**src/rtl/chunk_adder_seq.sv**
```systemverilog
// Multi-cycle W-bit adder that sequences operands through one 4-bit ripple adder, LSB slice first.
// Optional subtract mode is enabled by defining CHUNK_ADDER_SEQ_SUB_EN (adds the `sub` port).

module fulladder4 (
  input  logic [3:0] a,
  input  logic [3:0] b,
  input  logic       cin,
  output logic [3:0] sum,
  output logic       cout
);
  logic [4:0] c;

  always_comb begin
    c    = '0;
    c[0] = cin;
    sum  = '0;
    for (int i = 0; i < 4; i++) begin
      sum[i]  = a[i] ^ b[i] ^ c[i];
      c[i+1]  = (a[i] & b[i]) | (c[i] & (a[i] ^ b[i]));
    end
    cout = c[4];
  end
endmodule

module chunk_adder_seq #(
  parameter int NCHUNK = 4,
  localparam int W = 4 * NCHUNK
) (
  input  logic         clk,
  input  logic         reset,
  input  logic         start,
  input  logic [W-1:0] a,
  input  logic [W-1:0] b,
  input  logic         cin,
`ifdef CHUNK_ADDER_SEQ_SUB_EN
  input  logic         sub,
`endif
  output logic         busy,
  output logic         done,
  output logic [W-1:0] sum,
  output logic         cout
);
  localparam int IDX_W = (NCHUNK > 1) ? $clog2(NCHUNK) : 1;

  typedef enum logic [1:0] {IDLE, RUN, DONE} state_t;

  state_t           state_q, state_d;
  logic [IDX_W-1:0] idx_q, idx_d;
  logic             carry_q, carry_d;
  logic [W-1:0]     a_q, a_d;
  logic [W-1:0]     b_q, b_d;
  logic [W-1:0]     acc_q, acc_d;
  logic [W-1:0]     sum_q, sum_d;
  logic             cout_q, cout_d;

  logic [3:0]       fa_a, fa_b, fa_sum;
  logic             fa_cout;
  logic             last_slice;

  assign fa_a       = a_q[{idx_q, 2'b00} +: 4];
  assign fa_b       = b_q[{idx_q, 2'b00} +: 4];
  assign last_slice = (idx_q == IDX_W'(NCHUNK - 1));

  fulladder4 u_fa (
    .a    (fa_a),
    .b    (fa_b),
    .cin  (carry_q),
    .sum  (fa_sum),
    .cout (fa_cout)
  );

  always_ff @(posedge clk) begin
    if (reset) begin
      state_q <= IDLE;
      idx_q   <= '0;
      carry_q <= 1'b0;
      a_q     <= '0;
      b_q     <= '0;
      acc_q   <= '0;
      sum_q   <= '0;
      cout_q  <= 1'b0;
    end else begin
      state_q <= state_d;
      idx_q   <= idx_d;
      carry_q <= carry_d;
      a_q     <= a_d;
      b_q     <= b_d;
      acc_q   <= acc_d;
      sum_q   <= sum_d;
      cout_q  <= cout_d;
    end
  end

  always_comb begin
    state_d = state_q;
    case (state_q)
      IDLE:    if (start) state_d = RUN;
      RUN:     if (last_slice) state_d = DONE;
      DONE:    state_d = IDLE;
      default: state_d = IDLE;
    endcase
  end

  // Operand capture on accept; one slice per RUN cycle, result published only on the last slice.
  always_comb begin
    idx_d   = idx_q;
    carry_d = carry_q;
    a_d     = a_q;
    b_d     = b_q;
    acc_d   = acc_q;
    sum_d   = sum_q;
    cout_d  = cout_q;
    case (state_q)
      IDLE: begin
        if (start) begin
          a_d     = a;
          b_d     = b;
          carry_d = cin;
          idx_d   = '0;
`ifdef CHUNK_ADDER_SEQ_SUB_EN
          if (sub) begin
            b_d     = ~b;
            carry_d = 1'b1;
          end
`endif
        end
      end
      RUN: begin
        acc_d[{idx_q, 2'b00} +: 4] = fa_sum;
        carry_d = fa_cout;
        idx_d   = idx_q + IDX_W'(1);
        if (last_slice) begin
          sum_d  = acc_d;
          cout_d = fa_cout;
        end
      end
      default: ;
    endcase
  end

  always_comb begin
    busy = (state_q == RUN);
    done = (state_q == DONE);
  end

  assign sum  = sum_q;
  assign cout = cout_q;
endmodule

```
**config.mk**
```make
export PLATFORM = sky130hd
export DESIGN_NAME = chunk_adder_seq
export DESIGN_NICKNAME = d
export VERILOG_FILES = /design/src/rtl/chunk_adder_seq.sv
export SDC_FILE = /design/constraint.sdc
export NUM_CORES = 1
export LEC_CHECK = 0
export BUFFER_PORTS_ARGS = -buffer_cell sky130_fd_sc_hd__buf_2
export CAP_MARGIN = 20
export CORE_MARGIN = 2
export CORE_UTILIZATION = 40
export DETAILED_ROUTE_END_ITERATION = 8
export GPL_ROUTABILITY_DRIVEN = 0
export PLACE_DENSITY = 0.6
export RECOVER_POWER = 25
export SLEW_MARGIN = 5
export SYNTH_ARGS = -nofsm -noshare
export SYNTH_HDL_FRONTEND = slang
export SYNTH_SLANG_ARGS = --single-unit
```
**constraint.sdc**
```tcl
create_clock -name clk -period 8.2 [get_ports clk]
set_input_delay 1.64 -clock clk [delete_from_list [all_inputs] [get_ports clk]]
set_output_delay 1.64 -clock clk [all_outputs]
set_load 0.005 [all_outputs]
```
==> results of run 1 <==
==> path summary, 6_finish.rpt <==
check,startpoint,end,slack [ns]
setup / recovery,reset,sum[3],4.26
hold / removal,a_q[6],a_q[6],0.45
setup reg to reg,idx_q[0],sum[15],4.51
hold reg to reg,a_q[6],a_q[6],0.45
==> registers in the layout (all words and copies together) (netlist names) <==
| register | cells |
|---|---|
| b_q | 16 |
| acc_q | 16 |
| state_q | 2 |
| a_q | 16 |
| idx_q | 2 |
| carry_q | 1 |
| cout | 1 |
| sum | 16 |
==> kinds of logic after synthesis <==
| kind of cell | count (synthesis) | share of synthesized area [%] |
|---|---|---|
| AND/OR/NAND/NOR | 137 | 20.72 |
| multiplexers | 9 | 6.104 |
| flip-flops | 70 | 44.98 |
| adder cells (fa/ha/maj) | 10 | 4.980 |
| AO/OA/AOI/OAI | 70 | 15.14 |
| buffers and inverters | 45 | 8.073 |
==> metrics by stage <==
| stage | power [W] | instances |
|---|---|---|
| 5_1_grt | 0.0007577 | 489 |
| 3_3_place_gp | 0.0004490 | 469 |
| 4_1_cts | 0.0007291 | 486 |
| 2_1_floorplan | 0.0004291 | 341 |
| 6_report | 0.0007253 | 489 |
| 3_5_place_dp | 0.0004524 | 470 |
==> power groups by stage <==
stage                     registers, W  logic (W)  clock network, W
after floorplan               0.000365  0.0000642                 0
after global placement        0.000370  0.0000787                 0
after detailed placement      0.000371  0.0000818                 0
after CTS                     0.000363  0.0000821          0.000284
after global routing          0.000365  0.0000943          0.000299
final                         0.000363  0.0000839          0.000279
==> metal layers <==
metal | GRT usage [%] | routed length (um)
met1 | 23.91 | 3237
met2 | 26.65 | 3288
met3 | 3.862 | 373
met4 | 8.458 | 145
met5 | 0 | 0
==> layout make-up <==
type	instances	area share [%]
inverters	16	1.682
clock inverters	6	1.717
repair buffers	59	8.938
clock buffers	10	3.856
multi-input cells	226	40.97
flip-flops and latches	70	39.26
well taps	102	3.575
==> critical path, stage by stage <==
cell and delay, ns:
sky130_fd_sc_hd__buf_2 0.07, sky130_fd_sc_hd__clkbuf_1 2.10, sky130_fd_sc_hd__nor3_1 0.19
==> placed cells by master (no fill, tap or decap), drive strengths merged, types with 3 or more instances in the layout <==
cell type  netlist  layout
mux4             8       8
fa               4       4
buf             21      56
nor2            34      34
dfxtp           70      70
clkbuf           8      12
a32oi            8       8
a221oi          16      16
clkinv           0       4
a22oi            8       8
nor3            16      16
ha               6       6
a21oi           36      36
nor3b            3       3
nand2           67      67
inv             16      16
nand3b           5       5
==> results.yml, run 1 <==
routing:
  detail_route.first_pass.iterations: 4
  detail_route.drc_violations: 0
  routed_wl_mm: 7.043
  drtIter0Drc: 138
  wire_per_inst_um: 14.40
  drt.antenna.violating_nets: 0
  vias_per_cell: 5.162
  detailed_route_via_count: 2524
finish:
  final-seq-area_um2: 1401
  postLayoutCellArea_um2: 3570
  filler_cell_count: 763
  finalNetCount: 428
  antenna-diode-count: 0
  multi_input_comb_area_um2: 1463
  final_core_util_pct: 46.68
  syn_to_final_growth_pct: 14.58
  drive_above_1_share_pct: 22.74
floorplan:
  initial_utilization_pct: 40.74
  row_count: 32
  overall_die_width_um: 92.26
  core_area_um2: 7647
  fp.dieArea_um2: 8511
  die_height_um: 92.26
  pin_count: 55
sta:
  fin_crit_sh_pct: 47.99
  final-max-slew-violation-count: 71
  finalSetupViolations: 0
  hold_slack_ns: 0.4546
  finalWorstSetupSlack_ns: 4.265
  grt_setup_unrepaired: "false"
  fin_worst_skew_ns: 0.008080
  relSlewSlack_pct: -99.51
  clock.fmax_mhz: 254.1
  final.setup.tns_ns: 0
  final-hold-violation-count: 0
  layout_min_cycle_time_ns: 3.935
  worst-slew-pin-transition_ns: 2.993
grt:
  grt_start_max_net_pins: 71
  grt.overflow.total: 0
  gr-usage-all-layers_pct: 17.62
  grt_pass1_wl_mm: 11.76
  first_global_vias: 2407
  grt_antenna_before_repair: 0
logic_synthesis:
  netlist_instances: 341
  syn-cell-area_um2: 3115
  syn_avg_cell_area_um2: 9.136
  postSynthRegisterBits: 70
  synth.lib_cells_used.distinct: 33
  synth_ff_type: "sky130_fd_sc_hd__dfxtp_1"
  synth_top_cell_by_area: "sky130_fd_sc_hd__dfxtp_1"
  yosysSeqAreaShare_pct: 44.98
  synthArstFlopShare_pct: 0
  synth_edf_count: 0
  yosys.area.top_type_share_pct: 44.98
  netlist_top_cells_area: "sky130_fd_sc_hd__dfxtp_1 45%, sky130_fd_sc_hd__nand2_1 8.1%, sky130_fd_sc_hd__a21oi_1 5.8%"
  post-synth-top-count-cell: "sky130_fd_sc_hd__dfxtp_1"
  yosysWarnings: 0
  postSynthNetCount: 387
  post_synth_most_frequent_cells: "70 x sky130_fd_sc_hd__dfxtp_1, 67 x sky130_fd_sc_hd__nand2_1, 36 x sky130_fd_sc_hd__a21oi_1"
clocking:
  clockBufferDepth: 2
  post_cts_resize_count: 0
  clock_tree.htree_level_count: 3
  tritoncts_clock_tree: "built"
  worstSkewPairLatency_ns: 0.35
  cts-hold-fix-buffers: 0
  post-cts-setup-buffer-count: 0
  ctsRootBufferMaster: "sky130_fd_sc_hd__clkbuf_8"
  clock-sinks: 70
  clock_input_transition_at_the_sequential_cells_of_the_worst_setup_and_hold_paths_ns: 0.07
  cts_made_buffers: 9
pwr:
  cellInternalPower_w: 0.0005335
  clockPowerShare_pct: 38.4
  netSwitchingFraction_pct: 26.44
  irDropWorstVdd_mv: 0.09027
  comb_power_share_pct: 11.6
  power_leakage_nw: 1.451
  net-switching-power_w: 0.0001918
  seqPwrFrac_pct: 50.0
  pwr_density_cell_nw_per_um2: 203.2
job:
  max-cap-violations: 1
outcome:
  violated_checks: "max-capacitance violations, max-slew violations"
  run_status: "finished, violations left"
placement:
  buffer_ports.inserted: 54
  post-place-ws_ns: 4.565
  place_hpwl_mm: 4.502
  detailed_place.area_um2: 3339
worst_setup_path:
  worst_ep_arrival_time_ns: 4.04
  critical_path_peak_fanout: 70
  crit_path_start_kind: "primary input"
  setup.worst_path.class: "primary input to flip-flop"
  r2r.worst_path.cells: 11
  timing.critical_path.to_type: "flip-flop"
  data_required_critical_path_ns: 8.30
min_path:
  holdCritPathClass: "flip-flop to flip-flop"
  min_path_cells: 2
(Power assumes the default switching activity.)
==> run 2: changes to the inputs <==
--- a/config.mk
+++ b/config.mk
@@ -5,6 +5,7 @@
 export SDC_FILE = /design/constraint.sdc
 export NUM_CORES = 1
 export LEC_CHECK = 0
+export ABC_AREA = 1
 export BUFFER_PORTS_ARGS = -buffer_cell sky130_fd_sc_hd__buf_2
 export CAP_MARGIN = 20
 export CORE_MARGIN = 2
==> constraint.sdc (replaced) <==
create_clock -name clk -period 3.7 [get_ports clk]
set_input_delay 0.74 -clock clk [delete_from_list [all_inputs] [get_ports clk]]
set_output_delay 0.74 -clock clk [all_outputs]
set_load 0.005 [all_outputs]
==> results.yml, run 2 <==
logic_synthesis:
  netlist_top_cells_area: "sky130_fd_sc_hd__dfxtp_1 41%, sky130_fd_sc_hd__nor2_1 11%, sky130_fd_sc_hd__inv_1 7.6%"
  syn-cell-area_um2: 3420
  synth_edf_count: 0
  post-synth-top-count-cell: "sky130_fd_sc_hd__nor2_1"
  synth_top_cell_by_area: "sky130_fd_sc_hd__dfxtp_1"
  synthArstFlopShare_pct: 0
  yosys.area.top_type_share_pct: 40.98
  postSynthNetCount: 538
  synth.lib_cells_used.distinct: 23
  yosysSeqAreaShare_pct: 40.98
  synth_ff_type: "sky130_fd_sc_hd__dfxtp_1"
  syn_avg_cell_area_um2: 6.950
  postSynthRegisterBits: 70
  post_synth_most_frequent_cells: "97 x sky130_fd_sc_hd__nor2_1, 70 x sky130_fd_sc_hd__dfxtp_1, 69 x sky130_fd_sc_hd__inv_1, 69 x sky130_fd_sc_hd__nand2_1, 49 x sky130_fd_sc_hd__o21ai_0"
  yosysWarnings: 0
  netlist_instances: 492
routing:
  top_layer: "met4"
  drt.antenna.violating_nets: 0
  vias_per_cell: 4.646
  detailed_routed_wire_length_on_met3_um: 337
  detail_route.first_pass.iterations: 4
  detailed_route_via_count: 3006
  route.met2.wl_mm: 3.519
  routed_wl_mm: 7.493
  met1Wirelength_mm: 3.547
  drtIter0Drc: 108
  detail_route.drc_violations: 0
  wire_per_inst_um: 11.58
placement:
  dp.cells: 632
  place_hpwl_mm: 5.294
  buffer_ports.inserted: 54
min_path:
  holdCritPathClass: "flip-flop to flip-flop"
  min_path_cells: 2
sta:
  fin_crit_sh_pct: 84.54
  fin_worst_skew_ns: 0.009960
  worst-slew-pin-transition_ns: 1.322
  final-hold-violation-count: 0
  clock.fmax_mhz: 319.7
  layout_min_cycle_time_ns: 3.128
  grt_setup_unrepaired: "false"
  final.setup.tns_ns: 0
  final-max-slew-violation-count: 0
  relSlewSlack_pct: 11.57
  finalSetupViolations: 0
worst_setup_path:
  setup.worst_path.class: "flip-flop to flip-flop"
  r2r.worst_path.cells: 16
  worst_ep_arrival_time_ns: 3.42
  timing.critical_path.to_type: "flip-flop"
  data_required_critical_path_ns: 4.00
  critical_path_peak_fanout: 13
  crit_path_start_kind: "flip-flop"
pwr:
  fin_total_pwr_w: 0.001634
  pwr_density_cell_nw_per_um2: 426.1
  power_leakage_nw: 1.829
  irDropWorstVdd_mv: 0.2011
clocking:
  ctsRootBufferMaster: "sky130_fd_sc_hd__clkbuf_8"
  cts-hold-fix-buffers: 0
  clock_tree.htree_level_count: 3
  tritoncts_clock_tree: "built"
  clockBufferDepth: 2
  post_cts_resize_count: 0
  clock_input_transition_at_the_sequential_cells_of_the_worst_setup_and_hold_paths_ns: 0.08
  worstSkewPairLatency_ns: 0.35
  cts_made_buffers: 9
  post-cts-setup-buffer-count: 0
  clock-sinks: 70
floorplan:
  die_height_um: 96.46
  fp.dieArea_um2: 9305
  core_area_um2: 8258
  initial_utilization_pct: 41.41
  row_count: 33
  pin_count: 55
  overall_die_width_um: 96.46
finish:
  final_cell_mix: "99 x sky130_fd_sc_hd__nor2_1, 70 x sky130_fd_sc_hd__dfxtp_1, 69 x sky130_fd_sc_hd__inv_1, 69 x sky130_fd_sc_hd__nand2_1, 49 x sky130_fd_sc_hd__o21ai_0"
  filler_cell_count: 892
  antenna-diode-count: 0
  final_common_cell: "sky130_fd_sc_hd__nor2_1"
  layoutNonFillerInstCount: 647
  syn_to_final_growth_pct: 12.18
  finalNetCount: 584
  drive_above_1_share_pct: 15.87
outcome:
  run_status: "finished clean"
grt:
  first_global_vias: 2736
  gr-usage-all-layers_pct: 17.20
  grt_start_max_net_pins: 38
  grt_antenna_before_repair: 0
  grt.overflow.total: 0
  grt_pass1_wl_mm: 12.34
job:
  max-cap-violations: 0
[run 2: cell count changes after synthesis, moves of 4 or more]
cell / before / now
sky130_fd_sc_hd__o22ai_1: 0 / 4
sky130_fd_sc_hd__a22oi_1: 8 / 0
sky130_fd_sc_hd__a21oi_1: 36 / 25
sky130_fd_sc_hd__buf_6: 7 / 3
sky130_fd_sc_hd__mux4_2: 8 / 0
sky130_fd_sc_hd__a221oi_1: 15 / 0
sky130_fd_sc_hd__nor3_1: 16 / 0
sky130_fd_sc_hd__o21ai_0: 0 / 49
sky130_fd_sc_hd__nor2_1: 34 / 97
sky130_fd_sc_hd__nor2_2: 0 / 21
sky130_fd_sc_hd__nand3_1: 0 / 44
sky130_fd_sc_hd__a32oi_1: 8 / 0
sky130_fd_sc_hd__inv_1: 16 / 69
[run 2: logic make-up (layout without fill, tap and decap cells)]
family                   Yosys count  after routing  synth area share (%)
adder cells (fa/ha/maj)           10             10                 4.537
buffers and inverters             96            146                 12.59
AND/OR/NAND/NOR                  236            236                 29.93
flip-flops                        70             70                 40.98
AO/OA/AOI/OAI                     80             80                 11.96
[run 2: report_power, final]
part | leakage [nW] | switching [W] | total [W] | internal, W
clock network | 0.0848 | 0.000290 | 0.000528 | 0.000238
logic | 1.17 | 0.000175 | 0.000278 | 0.000103
registers | 0.575 | 0.0000265 | 0.000829 | 0.000802
total | 1.83 | 0.000492 | 0.00163 | 0.00114
[run 2: layer usage]
metal	track usage (%)	vias up
met5	0	-
met4	4.930	0
met3	5.120	8
met2	29.69	60
met1	20.71	1325
li1	-	1613
[run 2: final timing paths]
path | slack [ns] | startpoint | end
max reg2reg | 0.57 | idx_q[1] | acc_q[15]
min | 0.47 | a_q[2] | a_q[2]
min reg2reg | 0.47 | a_q[2] | a_q[2]
max | 0.57 | idx_q[1] | acc_q[15]
[run 2: stage by stage]
step                utilization, %  setup WS (ns)  hold slack [ns]  area, um2
detailed placement           44.79         0.5996           0.4555       3699
global route                 46.45         0.2727           0.4775       3836
finish                       46.45         0.5720           0.4662       3836
CTS                          46.77         0.5836           0.4666       3862
global placement             44.79         0.7651           0.4605       3699
floorplan                        -         0.8844           0.4241       3420
[run 2: area by class of cell]
type                       instances  area, um2  area share, %
clock buffer                       9      123.9          3.229
sequential                        70       1401          36.53
tap                              105      131.4          3.425
clock inverter                     6      40.04          1.044
timing repair buffer              59      291.5          7.599
inverter                          72      270.3          7.045
multi-input combinational        326       1578          41.13
[run 2: critical path, cell delays in order, from the launching register on]
cell,delay (ns)
sky130_fd_sc_hd__dfxtp_1,0.32
sky130_fd_sc_hd__buf_4,0.18
sky130_fd_sc_hd__clkinv_1,0.27
sky130_fd_sc_hd__a21oi_1,0.29
sky130_fd_sc_hd__fa_1,0.21
sky130_fd_sc_hd__inv_1,0.05
sky130_fd_sc_hd__fa_1,0.35
sky130_fd_sc_hd__inv_1,0.09
sky130_fd_sc_hd__fa_1,0.17
sky130_fd_sc_hd__inv_1,0.05
sky130_fd_sc_hd__fa_1,0.51
sky130_fd_sc_hd__inv_1,0.05
sky130_fd_sc_hd__nor2_1,0.20
sky130_fd_sc_hd__nand3_1,0.14
sky130_fd_sc_hd__nand3_1,0.09
sky130_fd_sc_hd__nand2_1,0.07
sky130_fd_sc_hd__inv_1,0.06
==> run 3: changes to the inputs <==
--- a/config.mk
+++ b/config.mk
@@ -5,7 +5,7 @@
 export SDC_FILE = /design/constraint.sdc
 export NUM_CORES = 1
 export LEC_CHECK = 0
-export ABC_AREA = 1
+export ABC_AREA = 0
 export BUFFER_PORTS_ARGS = -buffer_cell sky130_fd_sc_hd__buf_2
 export CAP_MARGIN = 20
 export CORE_MARGIN = 2
==> constraint.sdc (replaced) <==
create_clock -name clk -period 3.1 [get_ports clk]
set_input_delay 0.62 -clock clk [delete_from_list [all_inputs] [get_ports clk]]
set_output_delay 0.62 -clock clk [all_outputs]
set_load 0.005 [all_outputs]
==> results.yml, run 3 (synthesized netlist as in run 1, its figures left out) <==
clocking:
  worstSkewPairLatency_ns: 0.34
  tritoncts_clock_tree: "built"
  cts_made_buffers: 9
  clock_input_transition_at_the_sequential_cells_of_the_worst_setup_and_hold_paths_ns: 0.07
  clock-sinks: 70
  ctsRootBufferMaster: "sky130_fd_sc_hd__clkbuf_8"
  cts-hold-fix-buffers: 0
  clock_tree.htree_level_count: 3
  clockBufferDepth: 2
worst_setup_path:
  worst_ep_arrival_time_ns: 3.11
  slowest_delay_ns: 0.52
  crit-reg2reg-launch: "idx_q[1]"
  crit_slowest_cell: "sky130_fd_sc_hd__fa_2"
  crit_path_start_kind: "flip-flop"
  critPathMostFrequentCell: "sky130_fd_sc_hd__inv_1"
  r2r.worst_path.cells: 11
  cp_cell_sequence: "mux4_2 > inv_1 > fa_1 > inv_1 > fa_1 > inv_1 > fa_1 > inv_1 > fa_2 > a221oi_1 > nor3_1"
  timing.rr.end: "sum[11]"
  timing.critical_path.to_type: "flip-flop"
  r2r_setup_slack_ns: 0.21
  critical_path_peak_fanout: 8
  data_required_critical_path_ns: 3.32
  setup.worst_path.class: "flip-flop to flip-flop"
sta:
  fin_worst_skew_ns: 0.01138
  fin_crit_sh_pct: 93.29
  finalWorstSetupSlack_ns: 0.2079
  hold_slack_ns: 0.4548
  clock.fmax_mhz: 345.8
  final.setup.tns_ns: 0
  final-max-slew-violation-count: 0
  relSlewSlack_pct: 37.20
  worst-slew-pin-transition_ns: 0.9419
  final-hold-violation-count: 0
  finalSetupViolations: 0
  grt_setup_unrepaired: "false"
  layout_min_cycle_time_ns: 2.892
finish:
  finalNetCount: 432
  final_cell_mix: "69 x sky130_fd_sc_hd__dfxtp_1, 67 x sky130_fd_sc_hd__nand2_1, 50 x sky130_fd_sc_hd__buf_2"
  final_common_cell: "sky130_fd_sc_hd__dfxtp_1"
  antenna-diode-count: 0
  syn_to_final_growth_pct: 14.70
  drive_above_1_share_pct: 22.37
  layoutNonFillerInstCount: 491
grt:
  gr-usage-all-layers_pct: 17.86
  grt.overflow.total: 0
  grt_pass1_wl_mm: 11.74
  grt_antenna_before_repair: 0
  first_global_vias: 2270
  grt_start_max_net_pins: 71
floorplan:
  core_area_um2: 7647
  row_count: 32
  pin_count: 55
  initial_utilization_pct: 40.74
  overall_die_width_um: 92.26
  fp.dieArea_um2: 8511
  die_height_um: 92.26
routing:
  detail_route.first_pass.iterations: 5
  detail_route.drc_violations: 0
  routed_wl_mm: 7.232
  vias_per_cell: 5.136
  drt.antenna.violating_nets: 0
  detailed_route_via_count: 2522
  drtIter0Drc: 143
  wire_per_inst_um: 14.73
min_path:
  end_of_the_worst_hold_path: "a_q[11]"
  min_path_cells: 2
  holdCritPathClass: "flip-flop to flip-flop"
  worstHoldStart: "a_q[11]"
pwr:
  power_leakage_nw: 1.445
  pwr_density_cell_nw_per_um2: 517.9
  comb_power_share_pct: 12.7
  clockPowerShare_pct: 35.8
  fin_total_pwr_w: 0.001851
  irDropWorstVdd_mv: 0.2321
  netSwitchingFraction_pct: 25.95
  net-switching-power_w: 0.0004803
  cellInternalPower_w: 0.001371
  seqPwrFrac_pct: 51.6
placement:
  post-place-ws_ns: 0.09484
  place_hpwl_mm: 4.791
  dp.cells: 476
  buffer_ports.inserted: 54
job:
  max-cap-violations: 0
outcome:
  run_status: "finished clean"
run 3: cell types whose count changed in the layout (fill, tap and decap cells not counted), moves of 4 or more:
cell and change:
sky130_fd_sc_hd__nand3_1 -44, sky130_fd_sc_hd__a21oi_1 +11, sky130_fd_sc_hd__a32oi_1 +8, sky130_fd_sc_hd__o21ai_0 -49
sky130_fd_sc_hd__clkbuf_1 -7, sky130_fd_sc_hd__buf_2 +9, sky130_fd_sc_hd__o22ai_1 -4, sky130_fd_sc_hd__nor2_2 -20
sky130_fd_sc_hd__a22oi_1 +8, sky130_fd_sc_hd__a221oi_1 +14, sky130_fd_sc_hd__nor3_1 +16, sky130_fd_sc_hd__inv_1 -53
sky130_fd_sc_hd__nor2_1 -65, sky130_fd_sc_hd__mux4_2 +8
run 3: critical path: cells and delay by family, from the launching register on:
family,cells,cell delay [ns]
compound gates,1,0.31
fa+ha+maj,4,1.41
buf+inv,4,0.25
flops,1,0.47
mux,1,0.24
simple gates,1,0.09
run 3: area by class of cell:
type | count | area, um2
repair buffers | 63 | 341.6
multi-input cells | 226 | 1468
fillers | 774 | 4074
clock inverters | 1 | 5.005
flip-flops and latches | 70 | 1403
clock buffers | 13 | 168.9
inverters | 16 | 60.06
well taps | 102 | 127.6
run 3: what timing repair did:
item                       in CTS  in global routing
resized for setup               0                  3
hold endpoints to repair        0                  0
setup endpoints to repair       0                  4
buffers inserted                0                  0
run 3: worst max path at each step:
| stage | from | endpoint | slack [ns] |
|---|---|---|---|
| floorplan | idx_q[0] | sum[11] | 0.06 |
| global placement | idx_q[0] | sum[3] | 0.18 |
| detailed placement | idx_q[0] | sum[11] | 0.09 |
| CTS | idx_q[0] | sum[11] | 0.09 |
| global route | idx_q[1] | sum[11] | 0.04 |
| finish | idx_q[1] | sum[11] | 0.21 |
run 3: metrics by stage:
stage	cell area (um2)	utilization, %
finish	3573	46.73
detailed placement	3395	44.39
floorplan	3115	-
global route	3573	46.73
global placement	3395	44.39
CTS	3568	46.66
run 3: power by group through the flow:
stage	clock network, W	registers [W]	logic [W]
after global routing	0.000721	0.000959	0.000259
final	0.000662	0.000955	0.000234
after detailed placement	0	0.000975	0.000233
after global placement	0	0.000975	0.000228
after CTS	0.000677	0.000955	0.000233
after floorplan	0	0.000965	0.000170
run 3: layer usage:
metal / routed length (um) / vias to the layer above / GRT usage, %
met4: 87 / 0 / 6.219
met3: 343 / 6 / 4.519
met2: 3454 / 61 / 26.84
met5: 0 / - / 0
li1: - / 1267 / -
met1: 3347 / 1188 / 25.01
